===== src/rtl/sum_accum.sv =====
// Batch accumulator: sums N_SAMPLES 12-bit samples, then holds sum and mean until the
// downstream handshake. Define ACC_SAT_EN to saturate the accumulator and report ovf.
module sum_accum #(
    parameter int N_SAMPLES = 8,
    parameter int ACC_W     = 16
) (
    input  logic             clk,
    input  logic             rst_n,
    input  logic [11:0]      in_data,
    input  logic             in_valid,
    output logic             in_ready,
    input  logic             clear,
    output logic [ACC_W-1:0] out_sum,
    output logic [11:0]      out_avg,
    output logic             out_valid,
    input  logic             out_ready,
    output logic             ovf
);

    localparam int SHIFT = $clog2(N_SAMPLES);
    localparam int CNT_W = SHIFT + 1;

    typedef enum logic [1:0] {
        IDLE,
        ACC,
        HOLD
    } state_t;

    state_t            state_q, state_d;
    logic [ACC_W-1:0]  acc_q, acc_d;
    logic [CNT_W-1:0]  cnt_q, cnt_d;
    logic [ACC_W-1:0]  out_sum_q, out_sum_d;
    logic [11:0]       out_avg_q, out_avg_d;
    logic              out_valid_q, out_valid_d;
    logic              ovf_q, ovf_d;
    logic              in_ready_q, in_ready_d;

    logic              accept;
    logic [ACC_W-1:0]  base;
    logic [ACC_W-1:0]  sum_next;
    logic [ACC_W-1:0]  avg_full;
    logic [CNT_W-1:0]  cnt_next;
    logic              ovf_hit;
`ifdef ACC_SAT_EN
    logic [ACC_W:0]    add_full;
`endif

    // NOTE: every signal assigned here gets a default first, so no path can infer a latch.
    always_comb begin
        // in_ready_q is already low in HOLD, so this alone rejects input there.
        accept   = in_valid && in_ready_q;
        base     = (state_q == ACC) ? acc_q : '0;
        cnt_next = (state_q == ACC) ? cnt_q + CNT_W'(1) : CNT_W'(1);
`ifdef ACC_SAT_EN
        add_full = {1'b0, base} + (ACC_W + 1)'(in_data);
        ovf_hit  = add_full[ACC_W];
        sum_next = add_full[ACC_W] ? '1 : add_full[ACC_W-1:0];
`else
        ovf_hit  = 1'b0;
        sum_next = base + ACC_W'(in_data);
`endif
        avg_full = sum_next >> SHIFT;

        state_d     = state_q;
        acc_d       = acc_q;
        cnt_d       = cnt_q;
        out_sum_d   = out_sum_q;
        out_avg_d   = out_avg_q;
        out_valid_d = out_valid_q;
        ovf_d       = ovf_q;

        unique case (state_q)
            IDLE, ACC: begin
                if (accept) begin
                    acc_d = sum_next;
                    cnt_d = cnt_next;
                    ovf_d = ovf_q | ovf_hit;
                    if (cnt_next == CNT_W'(N_SAMPLES)) begin
                        state_d     = HOLD;
                        out_sum_d   = sum_next;
                        out_avg_d   = (avg_full > ACC_W'(12'hFFF)) ? 12'hFFF : avg_full[11:0];
                        out_valid_d = 1'b1;
                    end else begin
                        state_d = ACC;
                    end
                end
            end
            HOLD: begin
                if (out_ready) begin
                    state_d     = IDLE;
                    acc_d       = '0;
                    cnt_d       = '0;
                    ovf_d       = 1'b0;
                    out_sum_d   = '0;
                    out_avg_d   = '0;
                    out_valid_d = 1'b0;
                end
            end
            default: state_d = IDLE;
        endcase

        // Abort wins over any accept or output handshake on the same cycle.
        if (clear) begin
            state_d     = IDLE;
            acc_d       = '0;
            cnt_d       = '0;
            ovf_d       = 1'b0;
            out_sum_d   = '0;
            out_avg_d   = '0;
            out_valid_d = 1'b0;
        end

        in_ready_d = (state_d != HOLD);
    end

    // NOTE: state registers use non-blocking assignments so all of them update together on the edge.
    always_ff @(posedge clk or negedge rst_n) begin
        if (!rst_n) begin
            state_q     <= IDLE;
            acc_q       <= '0;
            cnt_q       <= '0;
            out_sum_q   <= '0;
            out_avg_q   <= '0;
            out_valid_q <= 1'b0;
            ovf_q       <= 1'b0;
            in_ready_q  <= 1'b0;
        end else begin
            state_q     <= state_d;
            acc_q       <= acc_d;
            cnt_q       <= cnt_d;
            out_sum_q   <= out_sum_d;
            out_avg_q   <= out_avg_d;
            out_valid_q <= out_valid_d;
            ovf_q       <= ovf_d;
            in_ready_q  <= in_ready_d;
        end
    end

    assign in_ready  = in_ready_q;
    assign out_sum   = out_sum_q;
    assign out_avg   = out_avg_q;
    assign out_valid = out_valid_q;
    assign ovf       = ovf_q;

endmodule

===== config.mk =====
export PLATFORM = sky130hd
export DESIGN_NAME = sum_accum
export DESIGN_NICKNAME = d
export VERILOG_FILES = /design/src/rtl/sum_accum.sv
export SDC_FILE = /design/constraint.sdc
export NUM_CORES = 1
export LEC_CHECK = 0
export BUFFER_PORTS_ARGS = -buffer_cell sky130_fd_sc_hd__buf_2
export CAP_MARGIN = 20
export CORE_MARGIN = 2
export CORE_UTILIZATION = 61
export DETAILED_ROUTE_END_ITERATION = 16
export GPL_TIMING_DRIVEN = 0
export PLACE_DENSITY = 0.85
export SYNTH_ARGS = -nofsm -noshare
export SYNTH_HDL_FRONTEND = slang
export SYNTH_SLANG_ARGS = --single-unit

===== constraint.sdc =====
create_clock -name clk -period 5.6 [get_ports clk]
set_input_delay 0.84 -clock clk [delete_from_list [all_inputs] [get_ports clk]]
set_output_delay 0.84 -clock clk [all_outputs]
set_load 0.01 [all_outputs]

# Word level (Yosys, flattened, before mapping)
# Cells that the tools add are included.
op_classes:
  order_cmp: 1
  addsub: 2
  n_mux: 32
  n_eq_ne: 7
  reduce_logical: 9
ops:
  columns: ["cell", "n"]
  rows:
  - ["2-to-1 mux 16 bit", 7]
  - ["one-hot mux 16 bit (2 select lines)", 2]
  - ["2-to-1 mux 12 bit", 5]
  - ["one-hot mux 12 bit (2 select lines)", 1]
  - ["adder 16 x 12 -> 16 bit", 1]
  - ["2-to-1 mux 4 bit", 4]
  - ["greater-than comparator 13 x 12 -> 1 bit, second input constant", 1]
  - ["inequality test 3 bit, second input constant", 3]
  - ["2-to-1 mux 2 bit", 4]
  - ["one-hot mux 4 bit (2 select lines)", 1]
  - ["2-to-1 mux 1 bit", 6]
  - ["adder 4 x 1 -> 4 bit, second input constant", 1]
  - ["== test 4 bit, second input constant", 1]
  - ["one-hot mux 2 bit (2 select lines)", 1]
  - ["AND reduction 4 bit", 1]
  - ["nonzero test 2 bit", 2]
  - ["AND reduction 3 bit", 1]
  - ["nonzero test 3 bit", 1]
  - ["== test 2 x 1 -> 1 bit, second input constant", 1]
  - ["== test 2 bit, second input constant", 1]
  - ["zero test 2 bit", 1]
  - ["inequality test 2 bit, second input constant", 1]
  - ["one-hot mux 1 bit (2 select lines)", 1]
  - ["AND reduction 2 bit", 1]
  - ["other kinds (2)", 2]
word_totals:
  out_inout_bits: 31
  reg_bits: 53
  word_cells: 59

# Logic depth before layout (Yosys ltp)
# Gate-level depths: netlist of run 1.
logic_depth:
  word_depth: 9
  ltp_mapped: 13

# Worst setup path before layout of run 1
# No wires, ideal clock.
synth_timing:
  path_type: "flip-flop to flip-flop"
  from: "reg state_q[0]"
  to: "reg acc_q[12]"
  t_required_ns: 5.513
  setup_slack_ns: 2.554
  arrival_time_ns: 2.960
  path_buffers: 2
  path_stages_with_launch: 14
  cell_sequence: "dfrtp_1 -> nor2b_1 -> buf_6 -> clkbuf_1 -> and2_1 -> ha_1 -> inv_1 -> fa_1 -> nor2b_1 -> o31ai_1 -> a211o_1 -> and2_1 -> or4_1 -> o211ai_1"
synth_via:
  elab_chain_len: 6
  elab_cells_between_ends: 13
  cone_classes: "add/sub (1); eq/ne (4); mux (4); reduce/logical (4)"
synth_rtl:
  columns: ["element", "line_no", "text"]
  rows:
  - ["start: declaration", "29", "state_t state_q, state_d;"]
  - ["start signal: assignment", "128", "state_q <= state_d;"]
  - ["== test 2 x 1 -> 1 bit", "52, 72", null]
  - ["2-to-1 mux 16 bit", "52", "base = (state_q == ACC) ? acc_q : '0;"]
  - ["adder 16 x 12 -> 16 bit", "60", "sum_next = base + ACC_W'(in_data);"]
  - ["2-to-1 mux 16 bit", "74", "if (accept) begin"]
  - ["one-hot mux 16 bit (2 select lines)", "72", "unique case (state_q)"]
  - ["2-to-1 mux 16 bit", "103", "if (clear) begin"]
  - ["end signal: assignment", "120", "acc_q <= '0;"]
  - ["end signal: assignment", "129", "acc_q <= acc_d;"]
  - ["end: declaration", "30", "logic [ACC_W-1:0] acc_q, acc_d;"]
# Parallel ways exist; a longest one is shown, timed or not. The select of a mux whose other input is x is not followed.
# A chain may end at the register's enable or synchronous reset.

# Worst setup path in the final report of run 1
# Ends and elaborated chain as after synthesis.

==> metrics.txt, run 1 <==
number of antenna violations at the first check in global routing 0; length of the first detailed-routing pass in iterations 5; number of synthesis warnings 0; worst setup skew after layout around 0.015 ns; most used flip-flop cell after synthesis dfrtp_1; most common cell after layout, fill and taps aside dfrtp_1; synth top area cells dfrtp_1 42%, nand2_1 5.8%, ha_1 5.2%; asr flop ratio synth 100%; Root Buffer clkbuf_8; Post-Syn Area between 3000 and 4000 sq um; number of setup buffers added after CTS 0; via count of the first global-routing pass about 2.6k; post-synthesis cell count approximately 320; mean number of vias per cell 5.97; gpl congestion roughly 0.85; largest fanout of any net on the critical path 10; total power of the final layout 0.880 mW; I/O Buffers between 40 and 50; fraction of the yosys area taken by sequential cells a little over two fifths; area fraction of the dominant cell type after synthesis a little over two fifths; Max rail drop VDD between 0.15 and 0.2 mV; Initial Util between 60% and 70%; maximum achievable frequency 267 MHz; Tightest Pin Transition 0.582 ns; power density normalized to cell area around 250 nW/um^2; master of the slowest instance on the critical path or4_1; std cell rows 25; endpoint arrival time on the critical path 3.97 ns; ant diodes 0; overflow left after global routing 0; placeable core region 4820 sq um; fillers 387; worst min path class in -> async; Final Max Slew Viols 0; Longest Clk Path Bufs 2; critical path's top delay family simple AND/OR/NAND/NOR gates; routed vias approximately 2.6k; leakage dissipation about 1.8 nW; ordered cell list for the critical path nor2b_1 > buf_6 > clkbuf_1 > and2_1 > ha_1 > inv_1 > fa_1 > nor2b_1 > o31ai_1 > a211o_1 > and2_1 > or4_1 > o211ai_1; Final Setup Violations 0; area used by multi-input combinational logic roughly 1700 sq um; type of element capturing the critical path flop; total wire length between 7000 and 8000 microns; number of placed I/O pins 48; Critical Path Max Stage Delay 0.46 ns; Final Hold Fails 0; RSZ-0062 raised after global routing false; wire length of the first global-routing pass around 12000 microns; hold_buf cts 0; detailed-route wire length per cell 17.0 microns; count of maximum capacitance violations 0; depth of the CTS H-tree 2; sum of negative setup slack 0 ns; number of storage elements in the synthesis netlist 52; number of buffer and inverter stages on the critical path 3; top library cells by usage in the layout, fill and taps aside 52 x dfrtp_1, 49 x buf_2, 48 x nand2_1; Die Outline Area 5690 sq um; minimum clock period around 3.7 ns; kind of critical path reg -> reg; Layout Area Growth over Synthesis 14.2%; library cell with the largest summed area after synthesis dfrtp_1; post-synth cell types 61; run status finished clean; CTS tree done; count of instances resized after the clock tree is built 0; clock latency of the later-clocked register in the worst-skew pair a little over 0.3 ns; number of CTS-inserted buffers 5; Avg Cell Area, Syn just under 10 sq um; required time of the critical path about 5.8 ns; overall track demand over capacity in global routing between 20% and 30%; ANT nets after route 0; overall die width 75.4 microns; Slew headroom between 60% and 70%; final HPWL from detailed placement 5650 microns; ratio of final minimum period to clock period between 60% and 70%; clock slew at reported path FFs around 0.10 ns; DRC violation count after routing 0; startpoint type of the worst setup path flop; nets in the synthesized netlist approximately 350; CTS sink count 52; footprint of the flip-flops and latches approximately 1300 sq um; Layout Nets between 400 and 500; maximum number of pins on one net before global-route repair 33; drt first-iter violations 286; Post-synth EDFFs 0; fraction of final layout cells with drive strength greater than 1 ~23%; height of the die approximately 75 microns
[worst paths after layout]
check / end / slack [ns] / cells after the start / from
max in group asynchronous: acc_q[15] / 4.58 / 2 / rst_n
setup / recovery: acc_q[12] / 1.85 / 13 / state_q[0]
hold / removal: out_avg[4] / 0.47 / 1 / rst_n
setup reg to reg: acc_q[12] / 1.85 / 13 / state_q[0]
hold reg to reg: out_valid / 0.48 / 1 / out_valid
min in group clk: out_valid / 0.48 / 1 / out_valid
[layout make-up]
cell class	instances	area share (%)
multi-input combinational	244	48.1
sequential	52	36.6
timing repair buffer	47	7.04
tap	67	2.36
buffer	16	2.22
clock buffer	6	2.04
clock inverter	2	0.986
inverter	6	0.634
[worst reg2reg max path, cell delays in order (launching register included)]
cell,delay (ns)
dfrtp_1,0.44
nor2b_1,0.24
buf_6,0.18
clkbuf_1,0.40
and2_1,0.22
ha_1,0.23
inv_1,0.08
fa_1,0.42
nor2b_1,0.22
o31ai_1,0.14
a211o_1,0.34
and2_1,0.18
or4_1,0.46
o211ai_1,0.11
[power breakdown]
part           internal [mW]  switching (mW)  total [mW]
sequential             0.407          0.0185       0.426
combinational         0.0800           0.120       0.200
clock                  0.133           0.122       0.255
total                  0.620           0.260       0.880
[layer usage]
metal	wire (microns)	GRT usage (%)	vias up	part of all wire, %
li1	-	-	1273	-
met5	0	0	-	0
met2	3460	44.7	109	46
met3	570	6.48	12	7.6
met4	126	9.94	0	1.7
met1	3330	39.0	1231	44
[logic make-up after synthesis]
group,count (synthesis),share of synthesized area [%]
flip-flops,52,41.8
buffers and inverters,22,3.26
AND/OR/NAND/NOR,118,20.3
adder cells (fa/ha/maj),14,5.87
AO/OA/AOI/OAI,94,23.3
XOR/XNOR,10,2.82
multiplexers,7,2.49
other,1,0.121
[metrics by stage]
step | std cells | util [%] | instance area [sq um] | hold WS (ns) | setup WS [ns]
2_1_floorplan | 318 | - | 3110 | 0.440 | 2.55
3_3_place_gp | 431 | 71.1 | 3420 | 0.452 | 2.03
3_5_place_dp | 432 | 71.5 | 3440 | 0.461 | 1.96
4_1_cts | 440 | 73.7 | 3550 | 0.480 | 1.91
5_1_grt | 440 | 73.7 | 3550 | 0.510 | 1.67
6_report | 440 | 73.7 | 3550 | 0.475 | 1.85
[synth_stat cells, types with 4 or more instances]
library cell,instances
a211o_1,6
a21o_1,9
a21oi_1,14
a22o_1,10
a31oi_1,7
and2_1,12
clkbuf_1,8
dfrtp_1,52
ha_1,13
inv_1,6
mux2_2,6
nand2_1,48
nand3_1,11
nor2_1,13
o21ai_0,15
o21ai_1,6
o31ai_1,7
xnor2_1,6
xor2_1,4
[sequential cells by signal (all words and copies together) (netlist names)]
register	count
acc_q	16
in_ready	1
cnt_q	4
out_valid	1
out_avg	12
state_q	2
out_sum	16
Power figures use the tool's default switching activity.
==> inputs of run 2 (changes only) <==
- CORE_UTILIZATION: 61 -> 51
- PLACE_DENSITY: 0.85 -> 0.76
- clock period: 5.6 -> 3 ns (I/O delays scaled with it)
==> metrics.txt, run 2 (synthesis results as in run 1) <==
power density normalized to cell area approximately 450 nW/um^2; Highest Signal Layer met4; overall track demand over capacity in global routing between 20% and 30%; Post-Layout Inst Area 3790 sq um; endpoint arrival time on the critical path around 3.2 ns; CTS tree done; startpoint type of the worst setup path flop; post-route met1 wirelength ~3500 microns; overall die width about 80 microns; most common cell after layout, fill and taps aside dfrtp_1; Tightest Pin Transition between 0.6 and 0.7 ns; Final Max Slew Viols 0; clock slew at reported path FFs 0.11 ns; minimum clock period ~2.9 ns; ordered cell list for the critical path nor2b_4 > buf_6 > and2_1 > ha_4 > inv_1 > fa_2 > nor2b_4 > o31ai_2 > a211o_1 > and2_1 > or4_1 > o211ai_1; depth of the CTS H-tree 2; R2R depth 12; worst min path class in -> async; largest fanout of any net on the critical path 7; via count of the first global-routing pass ~2.4k; std cell rows 28; worst setup skew after layout around 0.014 ns; wire length on met3 just over 400 microns; critical path's top delay family simple AND/OR/NAND/NOR gates; CTS sink count between 50 and 60; clock latency of the later-clocked register in the worst-skew pair between 0.3 and 0.4 ns; top library cells by usage in the layout, fill and taps aside 51 x dfrtp_1, 48 x buf_2, 47 x nand2_1; min setup slack post-route 0.0587 ns; Layout Area Growth over Synthesis 21.8%; length of the first detailed-routing pass in iterations 4; FF-to-FF setup slack about 0.059 ns; cell area after placement about 3500 sq um; number of antenna violations at the first check in global routing 0; overflow left after global routing 0; maximum number of pins on one net before global-route repair 33; final HPWL from detailed placement roughly 5400 microns; Critical Path Max Stage Delay between 0.4 and 0.5 ns; minimum setup slack after placement -0.413 ns; Slew headroom ~60%; Inst Count DP between 400 and 500; required time of the critical path around 3.2 ns; type of element capturing the critical path flop; number of CTS-inserted buffers 5; Final Setup Violations 0; drt first-iter violations 260; ratio of final minimum period to clock period a little over nine tenths; kind of critical path reg -> reg; run status finished clean; met2 routed wirelength around 3500 microns; number of buffer and inverter stages on the critical path 2; Final Hold Fails 0; routed vias between 2k and 3k; fillers 482; gpl congestion ~0.87; ANT nets after route 0; height of the die 82.1 microns; I/O Buffers 46; count of maximum capacitance violations 0; number of placed I/O pins 48; detailed-route wire length per cell around 17 microns; maximum achievable frequency 340 MHz; ant diodes 0; DRC violation count after routing 0; placeable core region just under 6000 sq um; wire length of the first global-routing pass 11700 microns; Max rail drop VDD about 0.24 mV; mean number of vias per cell 5.82; total wire length around 7600 microns; fraction of final layout cells with drive strength greater than 1 ~30%; Initial Util a little over half; RSZ-0062 raised after global routing true; leakage dissipation about 1.9 nW; Die Outline Area ~6700 sq um; master of the slowest instance on the critical path or4_1; endpoint of the worst-slack reg-to-reg timing path acc_q[12]; Longest Clk Path Bufs 2; count of placed standard cells in the final layout, fillers left out approximately 460; Root Buffer clkbuf_8; worst reg2reg startpoint state_q[1]; Layout Nets ~410
==> run 2: cell types whose count changed in the layout (fill, tap and decap cells not counted), sizes merged <==
cell / delta
inv: +1
clkinv: -1
clkbuf: -2
clkinvlp: +1
buf: +11
==> run 2: final cells by class <==
cell class	count	area, sq um	area share (%)
buffer	15	81.3	2.15
clock buffer	5	68.8	1.82
clock inverter	3	46.3	1.22
inverter	6	22.5	0.594
multi-input combinational	244	1840	48.5
sequential	52	1300	34.4
tap	75	93.8	2.48
timing repair buffer	58	337	8.88
==> run 2: repair_timing <==
action / in CTS / in global routing
setup buffers: 4 / 7
cloned: 0 / 0
resized for setup: 3 / 26
pin swaps: 2 / 9
setup endpoints to repair: 27 / 19
hold buffers: 0 / 0
==> run 2: layer usage <==
metal | track usage (%) | vias up
li1 | - | 1289
met1 | 33.3 | 1284
met2 | 35.9 | 78
met3 | 3.48 | 15
met4 | 7.00 | 0
met5 | 0 | -
==> run 2: worst register-to-register path: stages (launching register included) <==
cell and delay, ns:
dfrtp_2 0.46, nor2b_4 0.14, buf_6 0.13, and2_1 0.17, ha_4 0.15, inv_1 0.05
fa_2 0.36, nor2b_4 0.14, o31ai_2 0.09, a211o_1 0.37, and2_1 0.18, or4_1 0.49
o211ai_1 0.12
==> run 2: worst max-delay path by stage <==
| stage | from | endpoint | cells after the start |
|---|---|---|---|
| floorplan | state_q[0] | acc_q[12] | 13 |
| detailed placement | state_q[0] | acc_q[12] | 13 |
| finish | state_q[1] | acc_q[12] | 12 |
| CTS | state_q[1] | acc_q[12] | 12 |
| global placement | state_q[0] | out_avg[11] | 13 |
| global route | state_q[1] | acc_q[12] | 12 |
==> run 2: through the flow <==
step	TNS [ns]	total power [mW]	utilization (%)	hold slack, ns
2_1_floorplan	0	1.04	-	0.154
3_3_place_gp	-4.61	1.16	58.0	0.452
3_5_place_dp	-5.41	1.17	58.4	0.447
4_1_cts	-0.0828	1.67	60.8	0.103
5_1_grt	-0.0564	1.79	64.0	0.121
6_report	0	1.70	64.0	0.0773
==> run 2: power by group <==
part           switching, mW  internal [mW]  total (mW)
Combinational          0.232          0.172       0.404
Sequential            0.0332          0.761       0.794
Clock                  0.251          0.252       0.503
